**src/rtl/pc_fetch_ctrl.sv**
```systemverilog
// rtl/pc_fetch_ctrl.sv - fetch program-counter sequencer with stall, redirect and bubble handling
//
// Purpose:
//   Owns the registered fetch address. Each cycle it picks the next PC from
//   four sources: sequential (pc+4), a resolved branch, a jump, or the
//   exception vector. The priority is exception > jump > branch > sequential.
//   A redirect kills the younger in-flight fetch (flush) and enters a
//   one-cycle BUBBLE. A branch or jump that arrives while decode is stalled
//   is parked in a one-entry pending register and replayed when the stall
//   releases.
//
// Build option:
//   PC_FETCH_CTRL_EXC_EN - when defined, exception redirects to EXC_VECTOR
//                          (pc_sel = 3). When undefined, exception is ignored
//                          and pc_sel never reaches 3.
//
// Ports:
//   clk, reset          - single clock, synchronous active-high reset
//   stall               - hazard hold request from decode
//   branch_taken/target - resolved taken branch and its destination
//   jump/jump_target    - jump request and its destination
//   exception           - one-cycle exception pulse
//   pc                  - registered fetch address
//   pc_sel              - next-PC mux select (0 seq, 1 branch, 2 jump, 3 exc)
//   fetch_valid         - current pc is a valid fetch
//   flush               - kill the younger fetch, same cycle as the redirect
module pc_fetch_ctrl #(
    parameter logic [31:0] RESET_PC   = 32'h0000_0000,
    parameter logic [31:0] EXC_VECTOR = 32'h8000_0180
) (
    input  logic        clk,
    input  logic        reset,
    input  logic        stall,
    input  logic        branch_taken,
    input  logic [31:0] branch_target,
    input  logic        jump,
    input  logic [31:0] jump_target,
    input  logic        exception,
    output logic [31:0] pc,
    output logic [1:0]  pc_sel,
    output logic        fetch_valid,
    output logic        flush
);

    typedef enum logic [1:0] {
        ST_RUN    = 2'd0,
        ST_STALL  = 2'd1,
        ST_BUBBLE = 2'd2
    } state_t;

    localparam logic [1:0] SEL_SEQ    = 2'd0;
    localparam logic [1:0] SEL_BRANCH = 2'd1;
    localparam logic [1:0] SEL_JUMP   = 2'd2;
    localparam logic [1:0] SEL_EXC    = 2'd3;

    state_t      state_q, state_d;
    logic [31:0] pc_q, pc_d;
    logic        pend_valid_q, pend_valid_d;
    logic [1:0]  pend_sel_q, pend_sel_d;
    logic [31:0] pend_target_q, pend_target_d;

    logic        exc_req;
    logic [31:0] pc_plus4;
    logic        req_valid;
    logic [1:0]  req_sel;
    logic [31:0] req_target;
    logic        cap_valid;
    logic [1:0]  cap_sel;
    logic [31:0] cap_target;

`ifdef PC_FETCH_CTRL_EXC_EN
    assign exc_req = exception;
`else
    logic unused_exc;
    assign exc_req    = 1'b0;
    assign unused_exc = exception ^ (^EXC_VECTOR);
`endif

    // Wraps naturally modulo 2^32.
    assign pc_plus4 = pc_q + 32'd4;

    // Same-cycle request arbitration: jump beats branch.
    always_comb begin
        req_valid  = 1'b0;
        req_sel    = SEL_SEQ;
        req_target = 32'h0;
        if (jump) begin
            req_valid  = 1'b1;
            req_sel    = SEL_JUMP;
            req_target = jump_target;
        end else if (branch_taken) begin
            req_valid  = 1'b1;
            req_sel    = SEL_BRANCH;
            req_target = branch_target;
        end
    end

    // Pending entry as it would look after this cycle's capture. A jump always
    // overwrites; a branch never displaces an already-parked jump.
    always_comb begin
        cap_valid  = pend_valid_q;
        cap_sel    = pend_sel_q;
        cap_target = pend_target_q;
        if (jump) begin
            cap_valid  = 1'b1;
            cap_sel    = SEL_JUMP;
            cap_target = jump_target;
        end else if (branch_taken && !(pend_valid_q && pend_sel_q == SEL_JUMP)) begin
            cap_valid  = 1'b1;
            cap_sel    = SEL_BRANCH;
            cap_target = branch_target;
        end
    end

    always_comb begin
        state_d       = state_q;
        pc_d          = pc_q;
        pend_valid_d  = pend_valid_q;
        pend_sel_d    = pend_sel_q;
        pend_target_d = pend_target_q;
        pc_sel        = SEL_SEQ;
        flush         = 1'b0;
        fetch_valid   = (state_q != ST_STALL);

        if (reset) begin
            fetch_valid = 1'b0;
        end else if (exc_req) begin
            pc_sel       = SEL_EXC;
            pc_d         = {EXC_VECTOR[31:2], 2'b00};
            flush        = 1'b1;
            state_d      = ST_BUBBLE;
            pend_valid_d = 1'b0;
        end else begin
            case (state_q)
                ST_RUN: begin
                    if (req_valid) begin
                        pc_sel  = req_sel;
                        pc_d    = {req_target[31:2], 2'b00};
                        flush   = 1'b1;
                        state_d = ST_BUBBLE;
                    end else if (stall) begin
                        state_d = ST_STALL;
                    end else begin
                        pc_d = pc_plus4;
                    end
                end
                ST_STALL: begin
                    if (stall) begin
                        pend_valid_d  = cap_valid;
                        pend_sel_d    = cap_sel;
                        pend_target_d = cap_target;
                    end else if (cap_valid) begin
                        pc_sel       = cap_sel;
                        pc_d         = {cap_target[31:2], 2'b00};
                        flush        = 1'b1;
                        state_d      = ST_BUBBLE;
                        pend_valid_d = 1'b0;
                    end else begin
                        pc_d    = pc_plus4;
                        state_d = ST_RUN;
                    end
                end
                ST_BUBBLE: begin
                    // Requests here come from the wrong path and are dropped.
                    if (stall) begin
                        state_d = ST_STALL;
                    end else begin
                        pc_d    = pc_plus4;
                        state_d = ST_RUN;
                    end
                end
                default: begin
                    state_d = ST_RUN;
                end
            endcase
        end
    end

    always_ff @(posedge clk) begin
        if (reset) begin
            state_q       <= ST_RUN;
            pc_q          <= RESET_PC;
            pend_valid_q  <= 1'b0;
            pend_sel_q    <= SEL_SEQ;
            pend_target_q <= 32'h0;
        end else begin
            state_q       <= state_d;
            pc_q          <= pc_d;
            pend_valid_q  <= pend_valid_d;
            pend_sel_q    <= pend_sel_d;
            pend_target_q <= pend_target_d;
        end
    end

    assign pc = pc_q;

endmodule

```
**config.mk**
```make
export PLATFORM = sky130hd
export DESIGN_NAME = pc_fetch_ctrl
export DESIGN_NICKNAME = d
export VERILOG_FILES = /design/src/rtl/pc_fetch_ctrl.sv
export SDC_FILE = /design/constraint.sdc
export NUM_CORES = 1
export LEC_CHECK = 0
export ABC_CLOCK_PERIOD_IN_PS = 6000
export BUFFER_PORTS_ARGS = -buffer_cell sky130_fd_sc_hd__buf_2
export CAP_MARGIN = 20
export CORE_MARGIN = 3
export CORE_UTILIZATION = 30
export CTS_BUF_LIST = sky130_fd_sc_hd__clkbuf_4 sky130_fd_sc_hd__clkbuf_8
export CTS_CLUSTER_DIAMETER = 100
export DETAILED_ROUTE_END_ITERATION = 12
export GPL_TIMING_DRIVEN = 0
export HOLD_SLACK_MARGIN = 0.08
export PLACE_DENSITY = 0.45
export SYNTH_ARGS = -nofsm -noshare
export SYNTH_HDL_FRONTEND = slang
export SYNTH_SLANG_ARGS = --single-unit
```
**constraint.sdc**
```tcl
create_clock -name clk -period 6 [get_ports clk]
set_input_delay 0.3 -clock clk [delete_from_list [all_inputs] [get_ports clk]]
set_output_delay 0.3 -clock clk [all_outputs]
set_load 0.005 [all_outputs]
```
==> impl_metrics.env, run 1 <==
export IMPL_tritoncts="built"
export IMPL_clock_root_buffer="clkbuf_8"
export IMPL_io_pins=106
export IMPL_synth_cell_types=72
export IMPL_grt_antenna_before_repair=0
export IMPL_wl_met1_um=13100
export IMPL_postCtsSetupBuffers=0
export IMPL_cp_num_buf_inv=2
export IMPL_path_cells="inv_1 -> ha_1 -> clkbuf_1 -> a21oi_1 -> nand2b_1 -> nor4_1 -> o31a_1 -> o21ai_0 -> nand3_1"
export IMPL_wl_per_cell_um=26.1
export IMPL_io_buffers=97
export IMPL_tns_ns=0
export IMPL_grt_pass1_vias=6981
export IMPL_rrSetupSlack_ns=2.47
export IMPL_worstHoldPathCells=3
export IMPL_cp_data_required_time_ns=6.32
export IMPL_critPathLaunchType="register"
export IMPL_cts_hold_buf=0
export IMPL_die_area_um2=21000
export IMPL_rsz0062_at_grt="false"
export IMPL_drive_gt1_share_pct=15.0
export IMPL_ys_seq_elements=65
export IMPL_hold_end="pc[15]"
export IMPL_avgSynthCellArea_um2=6.93
export IMPL_top_layer_used="met4"
export IMPL_drv_cap=0
export IMPL_r2r_end="pc[7]"
export IMPL_final_hold_violation_count=0
export IMPL_setup_violations_final=0
export IMPL_arrival_ns=3.85
export IMPL_stdcell_count=1209
export IMPL_p_per_area_nw_per_um2=239
export IMPL_hold_ws_ns=0.253
export IMPL_insertion_delay_ns=0.39
export IMPL_maxSlewViolCount=0
export IMPL_grt_max_degree=13
export IMPL_final_nets=1019
export IMPL_core_area_um2=18800
export IMPL_slew_headroom_pct=20.9
export IMPL_cts_made_buffers=9
export IMPL_worst_path_largest_cell_delay_ns=0.90
export IMPL_cts_buffer_depth=2
export IMPL_hpwl_um=23800
export IMPL_crit_path_max_fanout=10
export IMPL_ys_warn_count=0
export IMPL_initial_utilization_pct=30.7
export IMPL_placed_cells=1193
export IMPL_diodes=0
export IMPL_finClkSkew_ns=0.0164
export IMPL_p_leak_nw=2.44
export IMPL_htreeDepth=3
export IMPL_gp_congestion=0.995
export IMPL_die_w_um=145
export IMPL_synth_edf_count=0
export IMPL_drc=0
export IMPL_ant_nets=0
export IMPL_yosysSeqAreaShare_pct=22.5
export IMPL_synthesis_area_um2=5780
export IMPL_synthFlopType="dfxtp_1"
export IMPL_synth_cells=834
export IMPL_critical_path_top_delay_family="simple AND/OR/NAND/NOR gates"
export IMPL_irDropWorstVdd_mv=0.120
export IMPL_crit_type="register to register"
export IMPL_via_per_inst=6.20
export IMPL_finalCritPeriodShare_pct=58.8
export IMPL_r2r_start="state_q[1]"
export IMPL_route_met2_wl_um=14000
export IMPL_yosysTopAreaCell="dfxtp_1"
export IMPL_drt_iter0_markers=985
export IMPL_worst_slew_pin_slew_ns=1.17
export IMPL_wirelength_um=31500
export IMPL_synthTopCellsByArea="dfxtp_1 23%, nand2_1 6.3%, o21ai_0 6.1%"
export IMPL_rr_worst_depth=9
export IMPL_num_vias=7492
export IMPL_grt_overflow_total=0
export IMPL_max_freq_ghz=0.283
export IMPL_async_flop_share_pct=0
export IMPL_grt_util_all_layers_pct=29.7
export IMPL_dr_pass1_iters=6
export IMPL_worstHoldStart="jump_target[15]"
export IMPL_synth_top_cell_area_share_pct=22.5
export IMPL_grt_pass1_wl_um=45500
export IMPL_ctsResizeCount=0
export IMPL_status="finished clean"
export IMPL_clkTransAtPathRegs_ns=0.09
export IMPL_cts_sinks=65
export IMPL_hp_class="primary input to register"
export IMPL_fp_dieH_um=145
export IMPL_timing_final_crit_period_ns=3.53
export IMPL_area_delta_synth_final_pct=18.2
export IMPL_cpMaxStageDelayCell="nor4_1"
export IMPL_wl_met3_um=2740
export IMPL_endpoint_kind="register"
export IMPL_rows=50
[worst max path at each step]
| stage | startpoint | endpoint | slack, ns | cells past startpoint |
|---|---|---|---|---|
| 3_5_place_dp | state_q[1] | pc[10] | 2.59 | 10 |
| 6_report | state_q[1] | pc[7] | 2.47 | 9 |
| 5_1_grt | state_q[1] | pc[7] | 2.35 | 9 |
| 2_1_floorplan | pc[2] | pc[24] | 3.76 | 8 |
| 3_3_place_gp | branch_taken | pc[8] | 2.31 | 8 |
| 4_1_cts | state_q[1] | pc[7] | 2.60 | 9 |
[cells by family after synthesis]
logic type / share of synthesized area, %
buffers and inverters: 7.04
other: 0.0649
AND/OR/NAND/NOR: 27.6
multiplexers: 2.66
XOR/XNOR: 3.18
AO/OA/AOI/OAI: 35.8
adder cells (fa/ha/maj): 1.08
flip-flops: 22.5
[routing by layer]
metal	up-vias	track usage, %
li1	3354	-
met1	3588	39.5
met2	470	46.5
met3	80	4.50
met4	0	15.1
met5	-	0
[flip-flops by register name, indices dropped and copies added (netlist names)]
signal         count
pend_target_q     30
pc                30
pend_sel_q         2
pend_valid_q       1
state_q            2
[synth_stat cells (all sizes together), types with 6 or more instances]
cell    instances
nand2b         25
a221oi         14
a211oi         40
nand4          19
o22ai           8
buf            21
a21oi          57
o21ai          70
inv            10
and3           14
xor2            7
clkbuf         69
a21o            7
or3             7
a31oi          11
nand2          97
and2            7
o21a            8
o211ai         17
o31ai           6
dfxtp          65
or4             6
nor4           10
nor3           16
xnor2          14
a311oi         13
nand3          24
mux2i          12
nor2           74
[metrics by stage]
stage	worst slack, ns	utilization, %	power, mW	cell area [µm²]
after detailed placement	2.59	35.0	1.16	6600
after global routing	2.35	36.3	1.69	6830
after floorplan	3.76	-	0.887	5780
after global placement	2.31	35.0	1.16	6590
after CTS	2.60	36.3	1.62	6830
final	2.47	36.3	1.63	6830
[placed cells by master, fill, tap and decap left out, types with 7 or more instances in the layout]
cell type    n
a221oi_1    14
nand2_1     97
nand3_1     24
o211ai_1    17
buf_2      110
and3_1      14
mux2i_1     12
nand2b_1    25
a211oi_1    40
nand4_1     18
clkbuf_8    10
a21o_1       7
xor2_1       7
clkbuf_1    66
nor3_1      16
nor4_1      10
inv_1       10
a31oi_1     11
dfxtp_1     65
o22ai_1      8
xnor2_1     14
nor2_1      74
o21ai_0     70
a21oi_1     57
a311oi_1    13
o21a_1       8
[area by class of cell]
type                    instances  area, µm²
fillers                      2120      12000
flip-flops and latches         65       1300
repair buffers                 98        493
clock inverters                 6       91.3
inverters                      11       41.3
multi-input cells             669       4070
clock buffers                  10        138
well taps                     260        325
plain buffers                  90        365
[power by group]
part / leakage (nW) / internal (mW) / switching [mW]
registers: 0.532 / 0.475 / 0.0489
clock network: 0.105 / 0.246 / 0.218
logic: 1.80 / 0.216 / 0.427
[worst register-to-register path: cells and delay by family (launching register included)]
family | cells | cell delay [ns]
simple gates | 3 | 1.42
compound gates | 3 | 1.10
fa+ha+maj | 1 | 0.20
buf+inv | 2 | 0.36
flops | 1 | 0.39
(Power assumes the default switching activity.)
==> run 2, diff against run 1 <==
--- a/config.mk
+++ b/config.mk
@@ -5,7 +5,7 @@
 export SDC_FILE = /design/constraint.sdc
 export NUM_CORES = 1
 export LEC_CHECK = 0
-export ABC_CLOCK_PERIOD_IN_PS = 6000
+export ABC_CLOCK_PERIOD_IN_PS = 3000
 export BUFFER_PORTS_ARGS = -buffer_cell sky130_fd_sc_hd__buf_2
 export CAP_MARGIN = 20
 export CORE_MARGIN = 3
@@ -15,7 +15,7 @@
 export DETAILED_ROUTE_END_ITERATION = 12
 export GPL_TIMING_DRIVEN = 0
 export HOLD_SLACK_MARGIN = 0.08
-export PLACE_DENSITY = 0.45
+export PLACE_DENSITY = 0.47
 export SYNTH_ARGS = -nofsm -noshare
 export SYNTH_HDL_FRONTEND = slang
 export SYNTH_SLANG_ARGS = --single-unit
==> constraint.sdc (replaced) <==
create_clock -name clk -period 3 [get_ports clk]
set_input_delay 0.15 -clock clk [delete_from_list [all_inputs] [get_ports clk]]
set_output_delay 0.15 -clock clk [all_outputs]
set_load 0.005 [all_outputs]
==> run 2 against run 1 <==
Sequential share of layout area decreased by 0.070 points. Critical path depth decreased by 1. Cell count fell by 0.25%. Highest routed layer unchanged.
==> impl_metrics.env, run 2 (synthesis gave the netlist of run 1 again) <==
export IMPL_status="finished clean"
export IMPL_grt_overflow_total=0
export IMPL_grt_antenna_before_repair=0
export IMPL_drc=0
export IMPL_slew_headroom_pct=28.3
export IMPL_p_seq_share_pct=33.7
export IMPL_postLayoutCoreUtil_pct=36.4
export IMPL_mostFrequentLayoutCell="buf_2"
export IMPL_htreeDepth=3
export IMPL_clock_power_share_pct=24.4
export IMPL_insertion_delay_ns=0.39
export IMPL_wl_per_cell_um=26.2
export IMPL_drt_iter0_markers=983
export IMPL_core_area_um2=18800
export IMPL_worst_slew_pin_slew_ns=1.06
export IMPL_io_pins=106
export IMPL_hp_class="primary input to register"
export IMPL_final_nets=1016
export IMPL_setup_ws_ns=0.0571
export IMPL_clkTransAtPathRegs_ns=0.08
export IMPL_dpl_worst_slack_ns=-0.541
export IMPL_maxSlewViolCount=0
export IMPL_cts_sinks=65
export IMPL_ant_nets=0
export IMPL_crit_path_max_fanout=10
export IMPL_p_leak_nw=2.47
export IMPL_p_int_mw=1.73
export IMPL_initial_utilization_pct=30.7
export IMPL_fp_dieH_um=145
export IMPL_final_hold_violation_count=0
export IMPL_seq_area_um2=1300
export IMPL_max_freq_ghz=0.340
export IMPL_die_area_um2=21000
export IMPL_cts_buffer_depth=2
export IMPL_grt_pass1_wl_um=45900
export IMPL_dr_pass1_iters=5
export IMPL_rows=50
export IMPL_timing_final_crit_period_ns=2.94
export IMPL_p_per_area_nw_per_um2=455
export IMPL_num_vias=7592
export IMPL_fillers=2135
export IMPL_diodes=0
export IMPL_drive_gt1_share_pct=17.4
export IMPL_finClkSkew_ns=0.0140
export IMPL_pwr_share_comb_pct=41.9
export IMPL_grt_pass1_vias=7240
export IMPL_finalCritPeriodShare_pct=98.1
export IMPL_drv_cap=0
export IMPL_die_w_um=145
export IMPL_mostFrequentLayoutCells="110 x buf_2, 96 x nand2_1, 73 x nor2_1"
export IMPL_cts_hold_buf=0
export IMPL_tns_ns=0
export IMPL_setup_violations_final=0
export IMPL_cts_made_buffers=9
export IMPL_p_total_mw=3.12
export IMPL_postCtsSetupBuffers=0
export IMPL_clock_root_buffer="clkbuf_8"
export IMPL_grt_util_all_layers_pct=29.9
export IMPL_critPathLaunchType="register"
export IMPL_io_buffers=97
export IMPL_wirelength_um=31500
export IMPL_area_delta_synth_final_pct=18.6
export IMPL_gp_congestion=1.01
export IMPL_swShare_pct=44.5
export IMPL_tritoncts="built"
export IMPL_multiInputGateArea_um2=4140
export IMPL_ctsResizeCount=14
export IMPL_p_sw_mw=1.39
export IMPL_rsz0062_at_grt="false"
export IMPL_hpwl_um=23800
export IMPL_irDropWorstVdd_mv=0.208
export IMPL_endpoint_kind="register"
export IMPL_cp_data_required_time_ns=3.24
export IMPL_crit_type="register to register"
export IMPL_arrival_ns=3.18
export IMPL_rrSetupSlack_ns=0.06
export IMPL_grt_max_degree=12
export IMPL_via_per_inst=6.30
==> run 2: path summary, 6_finish.rpt <==
check / from / endpoint / depth (start not counted)
worst max-delay path: pend_valid_q / pc[21] / 8
worst min-delay path: branch_target[17] / pend_target_q[17] / 3
worst max register to register: pend_valid_q / pc[21] / 8
worst min register to register: pend_target_q[11] / pend_target_q[11] / 2
==> run 2: area by class of cell <==
cell class / instances / share of cell area [%]
Multi-Input combinational cell: 669 / 60.4
Sequential cell: 65 / 19.0
Timing Repair Buffer: 98 / 7.19
Buffer: 87 / 5.39
Tap cell: 260 / 4.75
Clock buffer: 11 / 2.21
Inverter: 11 / 0.621
Clock inverter: 5 / 0.438
==> run 2: metrics by stage <==
stage | hold slack, ns | instances | area (µm²)
floorplan | 0.348 | 835 | 5780
global placement | 0.446 | 1192 | 6590
detailed placement | 0.447 | 1193 | 6600
CTS | 0.108 | 1208 | 6830
global route | 0.114 | 1206 | 6850
finish | 0.128 | 1206 | 6850
==> run 2: power groups by stage <==
stage	clock network [mW]	logic, mW	registers (mW)
6_report	0.760	1.31	1.05
5_1_grt	0.809	1.39	1.06
4_1_cts	0.772	1.26	1.05
3_5_place_dp	0	1.25	1.07
3_3_place_gp	0	1.26	1.07
2_1_floorplan	0	0.728	1.05
==> run 2: critical path, cell delays in order, from the launching register on <==
cell and delay, ns:
dfxtp_1 0.42, nand3b_1 0.27, and2_1 0.16, clkbuf_1 0.45, buf_2 0.42, mux2i_1 0.13
o21ai_1 0.34, a22oi_1 0.16, a211oi_1 0.43
==> run 2: metal layers <==
layer / track usage, % / vias up / wire, µm / share of wire, %
li1: - / 3353 / - / -
met1: 39.8 / 3615 / 13000 / 41
met2: 43.9 / 513 / 13200 / 42
met3: 6.11 / 111 / 3070 / 9.7
met4: 19.3 / 0 / 2280 / 7.2
met5: 0 / - / 0 / 0
==> run 3, diff against run 2 <==
--- a/config.mk
+++ b/config.mk
@@ -5,7 +5,7 @@
 export SDC_FILE = /design/constraint.sdc
 export NUM_CORES = 1
 export LEC_CHECK = 0
-export ABC_CLOCK_PERIOD_IN_PS = 3000
+export ABC_CLOCK_PERIOD_IN_PS = 3610
 export BUFFER_PORTS_ARGS = -buffer_cell sky130_fd_sc_hd__buf_2
 export CAP_MARGIN = 20
 export CORE_MARGIN = 3
@@ -15,7 +15,7 @@
 export DETAILED_ROUTE_END_ITERATION = 12
 export GPL_TIMING_DRIVEN = 0
 export HOLD_SLACK_MARGIN = 0.08
-export PLACE_DENSITY = 0.47
+export PLACE_DENSITY = 0.45
 export SYNTH_ARGS = -nofsm -noshare
 export SYNTH_HDL_FRONTEND = slang
 export SYNTH_SLANG_ARGS = --single-unit
==> constraint.sdc (replaced) <==
create_clock -name clk -period 3.61 [get_ports clk]
set_input_delay 0.1805 -clock clk [delete_from_list [all_inputs] [get_ports clk]]
set_output_delay 0.1805 -clock clk [all_outputs]
set_load 0.005 [all_outputs]
==> run 3 against run 2 <==
Hold slack improved by 0.0017 ns. Critical endpoint is now pc[10]. Clock-buffer cell count decreased by 1. Die area unchanged. Fmax decreased by 10%. Critical path depth increased by 2. Sequential power decreased by 17%. Via count decreased by 0.97%. Total power decreased by 13%.
==> impl_metrics.env, run 3 (synthesis gave the netlist of run 1 again) <==
export IMPL_clock_root_buffer="clkbuf_8"
export IMPL_final_hold_violation_count=0
export IMPL_core_area_um2=18800
export IMPL_postCtsSetupBuffers=0
export IMPL_diodes=0
export IMPL_via_per_inst=6.22
export IMPL_setup_violations_final=0
export IMPL_p_int_mw=1.56
export IMPL_cts_made_buffers=9
export IMPL_grt_antenna_before_repair=0
export IMPL_p_leak_nw=2.44
export IMPL_grt_max_degree=13
export IMPL_htreeDepth=3
export IMPL_drv_cap=0
export IMPL_wl_per_cell_um=26.0
export IMPL_p_sw_mw=1.15
export IMPL_rsz0062_at_grt="false"
export IMPL_worstHoldPathCells=3
export IMPL_initial_utilization_pct=30.7
export IMPL_area_delta_synth_final_pct=18.3
export IMPL_irDropWorstVdd_mv=0.200
export IMPL_endpoint_kind="register"
export IMPL_io_pins=106
export IMPL_dpl_worst_slack_ns=0.204
export IMPL_cts_buffer_depth=2
export IMPL_finClkSkew_ns=0.0192
export IMPL_slew_headroom_pct=23.9
export IMPL_die_area_um2=21000
export IMPL_path_cells="inv_1 -> ha_1 -> clkbuf_1 -> a21oi_2 -> nor2_1 -> clkbuf_1 -> nand2_1 -> nand2_1 -> a21oi_1 -> a21oi_1"
export IMPL_final_area_um2=6830
export IMPL_ctsResizeCount=0
export IMPL_grt_util_all_layers_pct=29.7
export IMPL_multiInputGateArea_um2=4080
export IMPL_rr_worst_depth=10
export IMPL_worst_slew_pin_slew_ns=1.13
export IMPL_die_w_um=145
export IMPL_ant_nets=0
export IMPL_hpwl_um=23800
export IMPL_mostFrequentLayoutCell="buf_2"
export IMPL_mostFrequentLayoutCells="110 x buf_2, 97 x nand2_1, 74 x nor2_1"
export IMPL_drive_gt1_share_pct=15.1
export IMPL_setup_ws_ns=0.322
export IMPL_clock_power_share_pct=28.3
export IMPL_drc=0
export IMPL_p_seq_share_pct=32.2
export IMPL_maxSlewViolCount=0
export IMPL_p_per_area_nw_per_um2=396
export IMPL_seq_area_um2=1300
export IMPL_fp_dieH_um=145
export IMPL_grt_pass1_vias=6981
export IMPL_pwr_share_comb_pct=39.4
export IMPL_timing_final_crit_period_ns=3.29
export IMPL_worst_path_largest_cell_delay_ns=0.79
export IMPL_clkTransAtPathRegs_ns=0.09
export IMPL_grt_overflow_total=0
export IMPL_drt_iter0_markers=960
export IMPL_tns_ns=0
export IMPL_tritoncts="built"
export IMPL_max_freq_ghz=0.304
export IMPL_cp_data_required_time_ns=3.92
export IMPL_cts_hold_buf=0
export IMPL_finalCritPeriodShare_pct=91.1
export IMPL_wirelength_um=31400
export IMPL_grt_pass1_wl_um=45500
export IMPL_post_dp_cell_area_um2=6600
export IMPL_status="finished clean"
export IMPL_cpMaxStageDelayCell="nor2_1"
export IMPL_critPathLaunchType="register"
export IMPL_hold_ws_ns=0.130
export IMPL_num_vias=7518
export IMPL_io_buffers=97
export IMPL_crit_type="register to register"
export IMPL_crit_path_max_fanout=10
export IMPL_cts_sinks=65
export IMPL_insertion_delay_ns=0.39
export IMPL_swShare_pct=42.4
export IMPL_dr_pass1_iters=7
export IMPL_hp_class="primary input to register"
export IMPL_final_nets=1019
export IMPL_gp_congestion=0.995
export IMPL_fillers=2120
export IMPL_rows=50
export IMPL_arrival_ns=3.60
==> run 3: cell types whose count changed in the layout (fill, tap and decap cells not counted), moves of 2 or more <==
cell       before  now
bufinv_16       0    2
clkbuf_1       51   66
clkbuf_2       15    3
clkinv_2        4    0
nor4_1          7   10
nor4_2          3    0
==> run 3: path summary, 6_finish.rpt <==
check / startpoint / end / slack, ns
max reg2reg: state_q[1] / pc[10] / 0.32
min: jump_target[15] / pc[15] / 0.13
min reg2reg: pend_target_q[11] / pend_target_q[11] / 0.46
max: state_q[1] / pc[10] / 0.32
==> run 3: power groups by stage <==
stage / registers [mW] / logic [mW] / clock network (mW)
after CTS: 0.870 / 1.04 / 0.781
after floorplan: 0.869 / 0.605 / 0
after global routing: 0.880 / 1.14 / 0.795
final: 0.871 / 1.07 / 0.767
after detailed placement: 0.886 / 1.03 / 0
after global placement: 0.886 / 1.04 / 0
==> run 3: critical path: cells and delay by family, from the launching register on <==
kind,cells,cell delay [ns]
AO/OA/AOI/OAI,3,0.45
adder cells (fa/ha/maj),1,0.17
buffers and inverters,3,1.20
flip-flops,1,0.35
AND/OR/NAND/NOR,3,1.04
==> run 3: layout make-up <==
| class | instances | area share [%] |
|---|---|---|
| plain buffers | 90 | 5.35 |
| clock inverters | 6 | 1.34 |
| flip-flops and latches | 65 | 19.0 |
| clock buffers | 10 | 2.01 |
| inverters | 11 | 0.604 |
| well taps | 260 | 4.76 |
| repair buffers | 98 | 7.22 |
| multi-input cells | 669 | 59.7 |
==> run 3: stage by stage <==
step           utilization, %  total power, mW  cells
2_1_floorplan               -             1.47    835
3_3_place_gp             35.0             1.93   1192
3_5_place_dp             35.0             1.92   1193
4_1_cts                  36.3             2.69   1209
5_1_grt                  36.3             2.82   1209
6_report                 36.3             2.71   1209
==> run 3: metal layers <==
metal | share of wire [%] | wire, µm | GRT usage [%] | up-vias
met5 | 0 | 0 | 0 | -
met3 | 9.3 | 2940 | 4.50 | 75
li1 | - | - | - | 3362
met1 | 41 | 12900 | 39.5 | 3591
met2 | 44 | 13900 | 46.5 | 490
met4 | 5.3 | 1670 | 15.1 | 0
